[src/rtl/ahb_pkg.sv]
// Shared AHB encodings and helpers for the arbiter slice.
package ahb_pkg;

  typedef enum logic [1:0] {
    IDLE   = 2'b00,
    BUSY   = 2'b01,
    NONSEQ = 2'b10,
    SEQ    = 2'b11
  } htrans_e;

  typedef enum logic [2:0] {
    SINGLE = 3'd0,
    INCR   = 3'd1,
    WRAP4  = 3'd2,
    INCR4  = 3'd3,
    WRAP8  = 3'd4,
    INCR8  = 3'd5,
    WRAP16 = 3'd6,
    INCR16 = 3'd7
  } hburst_e;

  typedef enum logic [1:0] {
    ARB,
    BURST,
    LOCK
  } arb_state_e;

  // Fixed-length bursts return their beat count; SINGLE/INCR return 0.
  function automatic logic [4:0] burst_beats(hburst_e b);
    case (b)
      WRAP4, INCR4:   return 5'd4;
      WRAP8, INCR8:   return 5'd8;
      WRAP16, INCR16: return 5'd16;
      default:        return 5'd0;
    endcase
  endfunction

endpackage

[src/rtl/ahb_arb_sel.sv]
// Combinational requester selector: lowest index first, or round robin after ptr.
module ahb_arb_sel #(
  parameter int NUM_MASTERS = 4,
  parameter int ID_W        = $clog2(NUM_MASTERS)
) (
  input  logic [NUM_MASTERS-1:0] req,
  input  logic [ID_W-1:0]        ptr,
  input  logic                   mode,
  output logic [ID_W-1:0]        idx,
  output logic                   valid
);

  localparam int unsigned N = NUM_MASTERS;

  int unsigned cand;

  always_comb begin
    idx   = '0;
    valid = 1'b0;
    cand  = 0;
    for (int unsigned k = 0; k < N; k++) begin
      cand = mode ? (32'(ptr) + 32'd1 + k) % N : k;
      if (!valid && req[cand[ID_W-1:0]]) begin
        valid = 1'b1;
        idx   = cand[ID_W-1:0];
      end
    end
  end

endmodule

[src/rtl/ahb_arbiter_param.sv]
// Parametrised AHB arbiter: policy-selectable grant, burst/lock hold and
// address/data-phase muxing of the owning master onto the slave-side bus.
module ahb_arbiter_param import ahb_pkg::*; #(
  parameter int NUM_MASTERS = 4,
  parameter int ADDR_W      = 32,
  parameter int DATA_W      = 32,
  parameter int ARB_MODE    = 1,
  parameter int DEF_MASTER  = 0,
  parameter int ID_W        = $clog2(NUM_MASTERS)
) (
  input  logic                          hclk,
  input  logic                          hreset,
  input  logic [NUM_MASTERS-1:0]        m_busreq,
  input  logic [NUM_MASTERS-1:0]        m_hlock,
  input  logic [ADDR_W*NUM_MASTERS-1:0] m_haddr,
  input  logic [2*NUM_MASTERS-1:0]      m_htrans,
  input  logic [3*NUM_MASTERS-1:0]      m_hburst,
  input  logic [NUM_MASTERS-1:0]        m_hwrite,
  input  logic [3*NUM_MASTERS-1:0]      m_hsize,
  input  logic [DATA_W*NUM_MASTERS-1:0] m_hwdata,
  input  logic                          s_hready,
  output logic [NUM_MASTERS-1:0]        hgrant,
  output logic [ID_W-1:0]               s_hmaster,
  output logic [ID_W-1:0]               s_hmaster_data,
  output logic                          s_hmastlock,
  output logic [ADDR_W-1:0]             s_haddr,
  output logic [1:0]                    s_htrans,
  output logic [2:0]                    s_hburst,
  output logic                          s_hwrite,
  output logic [2:0]                    s_hsize,
  output logic [DATA_W-1:0]             s_hwdata
);

  if (NUM_MASTERS < 2 || NUM_MASTERS > 16 || DEF_MASTER < 0 || DEF_MASTER >= NUM_MASTERS)
  begin : g_param_err
    $error("ahb_arbiter_param: NUM_MASTERS or DEF_MASTER out of range");
  end

  localparam logic [ID_W-1:0] DEF_ID = ID_W'(DEF_MASTER);

  logic [ADDR_W-1:0] addr_arr  [NUM_MASTERS];
  logic [1:0]        trans_arr [NUM_MASTERS];
  logic [2:0]        burst_arr [NUM_MASTERS];
  logic [2:0]        size_arr  [NUM_MASTERS];
  logic [DATA_W-1:0] wdata_arr [NUM_MASTERS];

  for (genvar i = 0; i < NUM_MASTERS; i++) begin : g_split
    assign addr_arr[i]  = m_haddr[i*ADDR_W +: ADDR_W];
    assign trans_arr[i] = m_htrans[i*2 +: 2];
    assign burst_arr[i] = m_hburst[i*3 +: 3];
    assign size_arr[i]  = m_hsize[i*3 +: 3];
    assign wdata_arr[i] = m_hwdata[i*DATA_W +: DATA_W];
  end

  assign s_haddr  = addr_arr[s_hmaster];
  assign s_htrans = trans_arr[s_hmaster];
  assign s_hburst = burst_arr[s_hmaster];
  assign s_hwrite = m_hwrite[s_hmaster];
  assign s_hsize  = size_arr[s_hmaster];
  assign s_hwdata = wdata_arr[s_hmaster_data];

  logic [ID_W-1:0] grant_idx;
  logic [ID_W-1:0] rr_ptr;
  logic [ID_W-1:0] sel_idx;
  logic [ID_W-1:0] next_idx;
  logic            sel_valid;
  logic            arb_ok;
  logic            lock_req;
  logic [3:0]      cnt;
  logic [4:0]      beats;
  htrans_e         trans;
  arb_state_e      state;

  ahb_arb_sel #(
    .NUM_MASTERS(NUM_MASTERS),
    .ID_W       (ID_W)
  ) u_sel (
    .req  (m_busreq),
    .ptr  (rr_ptr),
    .mode (ARB_MODE != 0),
    .idx  (sel_idx),
    .valid(sel_valid)
  );

  assign next_idx = sel_valid ? sel_idx : DEF_ID;

  always_comb begin
    hgrant            = '0;
    hgrant[grant_idx] = 1'b1;
  end

  always_comb begin
    trans    = htrans_e'(s_htrans);
    beats    = burst_beats(hburst_e'(s_hburst));
    lock_req = m_busreq[s_hmaster] && (s_hmastlock || m_hlock[s_hmaster]);
    case (state)
      ARB:     arb_ok = 1'b1;
      // Releasing on the beat that leaves one beat outstanding lets the next
      // owner's grant line up with the final address phase.
      BURST:   arb_ok = (trans == SEQ) && (cnt == 4'd2);
      default: arb_ok = 1'b0;
    endcase
  end

  always_ff @(posedge hclk) begin
    if (hreset) begin
      grant_idx      <= DEF_ID;
      rr_ptr         <= DEF_ID;
      s_hmaster      <= DEF_ID;
      s_hmaster_data <= DEF_ID;
      s_hmastlock    <= 1'b0;
      cnt            <= '0;
      state          <= ARB;
    end else if (s_hready) begin
      s_hmaster      <= grant_idx;
      s_hmaster_data <= s_hmaster;
      s_hmastlock    <= m_hlock[grant_idx];
      if (arb_ok) begin
        grant_idx <= next_idx;
        if (next_idx != grant_idx) rr_ptr <= next_idx;
      end
      case (state)
        ARB: begin
          if (trans == NONSEQ && beats != 5'd0) begin
            cnt   <= 4'(beats - 5'd1);
            state <= BURST;
          end else begin
            cnt <= '0;
            if (lock_req) state <= LOCK;
          end
        end
        BURST: begin
          unique case (trans)
            SEQ: begin
              cnt <= cnt - 4'd1;
              if (cnt == 4'd2) state <= ARB;
            end
            NONSEQ: begin
              if (beats != 5'd0) begin
                cnt <= 4'(beats - 5'd1);
              end else begin
                cnt   <= '0;
                state <= ARB;
              end
            end
            IDLE: begin
              cnt   <= '0;
              state <= ARB;
            end
            BUSY: ;
          endcase
        end
        LOCK: begin
          if (!m_hlock[s_hmaster]) state <= ARB;
        end
        default: state <= ARB;
      endcase
    end
  end

endmodule

[config.mk]
export PLATFORM = sky130hd
export DESIGN_NAME = ahb_arbiter_param
export DESIGN_NICKNAME = d
export VERILOG_FILES = /design/src/rtl/ahb_pkg.sv /design/src/rtl/ahb_arb_sel.sv /design/src/rtl/ahb_arbiter_param.sv
export SDC_FILE = /design/constraint.sdc
export NUM_CORES = 1
export LEC_CHECK = 0
export CAP_MARGIN = 0
export CORE_AREA = 2 2 147 149
export DETAILED_ROUTE_END_ITERATION = 12
export DIE_AREA = 0 0 149 151
export PLACE_DENSITY = 0.56
export SETUP_SLACK_MARGIN = 0.3
export SLEW_MARGIN = 20
export SYNTH_ARGS = -nofsm -noshare
export SYNTH_HDL_FRONTEND = slang
export SYNTH_SLANG_ARGS = --single-unit
[constraint.sdc]
create_clock -name hclk -period 3.9 [get_ports hclk]
set_clock_uncertainty 0.15 [all_clocks]
set_input_delay 1.17 -clock hclk [delete_from_list [all_inputs] [get_ports hclk]]
set_output_delay 1.17 -clock hclk [all_outputs]
set_load 0.03 [all_outputs]
==> flow_summary.ini <==
[synthesis]
synth_cells = 198
synth_nets = 504
synth_area_mm2 = 0.00270
synth_flop_cell = dfxtp_1
synth-edff-count = 0
yosysUniqueCellTypes = 36
async_reset_ff_frac = 0
avgSynthCellArea_um2 = 13.7
synth-seq-area-share = 0.111
synth-seq-cells = 15
synth.yosys.warnings = 0

[place]
gp_congestion = 0.916
place_ws_ns = -0.182
portBuffers = 384
dp.cells = 845
post-dp-hpwl_um = 14100

[floorplanning]
die_h_um = 151
rows = 53
initial_core_util = 0.130
die_area_mm2 = 0.0225
dieWidth_um = 149
num_io_pins = 385
core-area_mm2 = 0.0208

[clock_tree]
clock_latency_ns = 0.25
cts_buffers = 3
cts.path.max_buffers = 2
hold_buffers = 0
clock-sinks = 15
clk_pin_slew_worst_paths_ns = 0.05
h-tree-depth = 1
cts_tree = built
root_buffer = clkbuf_16

[critical_path]
critPathCaptureType = output pin
path_class = in2out
path_max_fanout = 1
crit_path_start_kind = input port
required_ns = 2.58
cp.arrival_ns = 2.31

[status]
status = finished clean

[routing]
drc = 0
first_pass_iters = 4
vias_per_cell = 4.18
vias = 3554
routed_wl_um = 16300
ant_nets = 0
routedWlPerCell_um = 19.2
dr.first_iter.drc_count = 78

[finish]
utilization = 0.325
final_common_cell = clkdlybuf4s50_1
area_delta_synth_final_pct = 150
n_fill_cell = 2120
drive_above_1_share = 0.308
stdcell_count = 851
layout_common_cells = clkdlybuf4s50_1, mux4_2, buf_2
nets = 882

[grt]
antenna_found_initial = 0
overflow = 0
grt_use_total = 0.135
grt_pass1_wl_um = 23200
grt_max_degree = 34
grt_pass1_vias = 3892

[sta]
setup_ws_ns = 0.272
setup_viol = 0
rsz0062_at_grt = true
period_needed_ns = 3.63
slew-limit-headroom = 0.421
period_share = 0.930
timing.final.hold_violations = 0
clock.fmax_ghz = 0.276
tns_ns = 0
max_slew.worst_pin.slew_ns = 0.858
final_max_slew_viol_count = 0

[pwr]
power.density_mw_per_mm2 = 182
vdd_drop_max_uv = 115
p_leak_nw = 2.40
finalPower_mw = 1.23

[worst_hold_path]
hold_class = reg2reg

[run]
cap_violations = 0
==> per-stage QoR <==
step	hold slack, ns	instance area [um^2]
after floorplan	0.313	2700
after global placement	0.335	6860
after detailed placement	0.343	6860
after CTS	0.357	6730
after global routing	0.383	6770
final	0.357	6770
==> layer usage <==
layer,vias up,global-route usage,share of wire
met2,193,0.255,0.52
met1,1735,0.154,0.37
li1,1612,-,-
met3,14,0.0268,0.082
met5,-,0,0
met4,0,0.0367,0.020
==> worst max-delay path, cell delays in order <==
cell             delay (ns)
clkdlybuf4s50_1        0.47
mux4_2                 0.48
buf_4                  0.18
==> logic make-up after synthesis <==
group	count (synthesis)	synth area share
flip-flops	15	0.111
buffers and inverters	28	0.0454
XOR/XNOR	2	0.00648
AO/OA/AOI/OAI	23	0.0666
AND/OR/NAND/NOR	42	0.0902
adder cells (fa/ha/maj)	3	0.0139
multiplexers	85	0.666
==> cell type report <==
type / instances / area, um^2 / share of cell area
multi-input cells: 155 / 2280 / 0.337
diodes: 1 / 2.50 / 0.000370
flip-flops and latches: 15 / 307 / 0.0453
well taps: 275 / 344 / 0.0508
clock buffers: 4 / 78.8 / 0.0116
repair buffers: 396 / 3730 / 0.552
inverters: 5 / 18.8 / 0.00277
==> repair_timing <==
item	in CTS	in global routing
setup endpoints to repair	51	14
endpoints found under the hold margin	0	0
pin swaps	0	1
cloned	0	0
buffers inserted	1	0
gates resized for setup	243	18
==> flip-flops by register name (all words and copies together) (netlist names) <==
name / count
s_hmaster: 2
grant_idx: 2
rr_ptr: 2
state: 2
s_hmastlock: 1
cnt: 4
s_hmaster_data: 2
==> cell usage after synthesis (all sizes together), types with 2 or more instances <==
cell | instances | share of area
buf | 11 | 0.022
o31ai | 2 | 0.0093
inv | 5 | 0.0069
nor2 | 14 | 0.019
nand2 | 2 | 0.0028
clkbuf | 12 | 0.017
a21boi | 2 | 0.0069
mux2i | 9 | 0.033
o21ai | 7 | 0.013
dfxtp | 15 | 0.11
a21oi | 3 | 0.0069
nand2b | 7 | 0.016
xnor2 | 2 | 0.0065
nand3b | 3 | 0.0097
mux4 | 76 | 0.63
a211oi | 3 | 0.010
nor2b | 9 | 0.021
ha | 3 | 0.014
nor3 | 3 | 0.0074
==> power breakdown <==
group          switching, mW  total, mW  internal, mW
sequential            0.0244      0.191         0.167
combinational          0.340      0.835         0.495
clock                 0.0662      0.205         0.139
total                  0.430       1.23         0.800
==> final timing paths <==
| kind | start | to | slack (ns) | cells past startpoint |
|---|---|---|---|---|
| hold reg to reg | cnt[1] | cnt[1] | 0.36 | 2 |
| setup reg to reg | s_hmaster[0] | state[0] | 0.92 | 10 |
| hold / removal | cnt[1] | cnt[1] | 0.36 | 2 |
| setup / recovery | m_hwdata[64] | s_hwdata[0] | 0.27 | 3 |
Note: power is estimated with default switching activity, not from simulation.
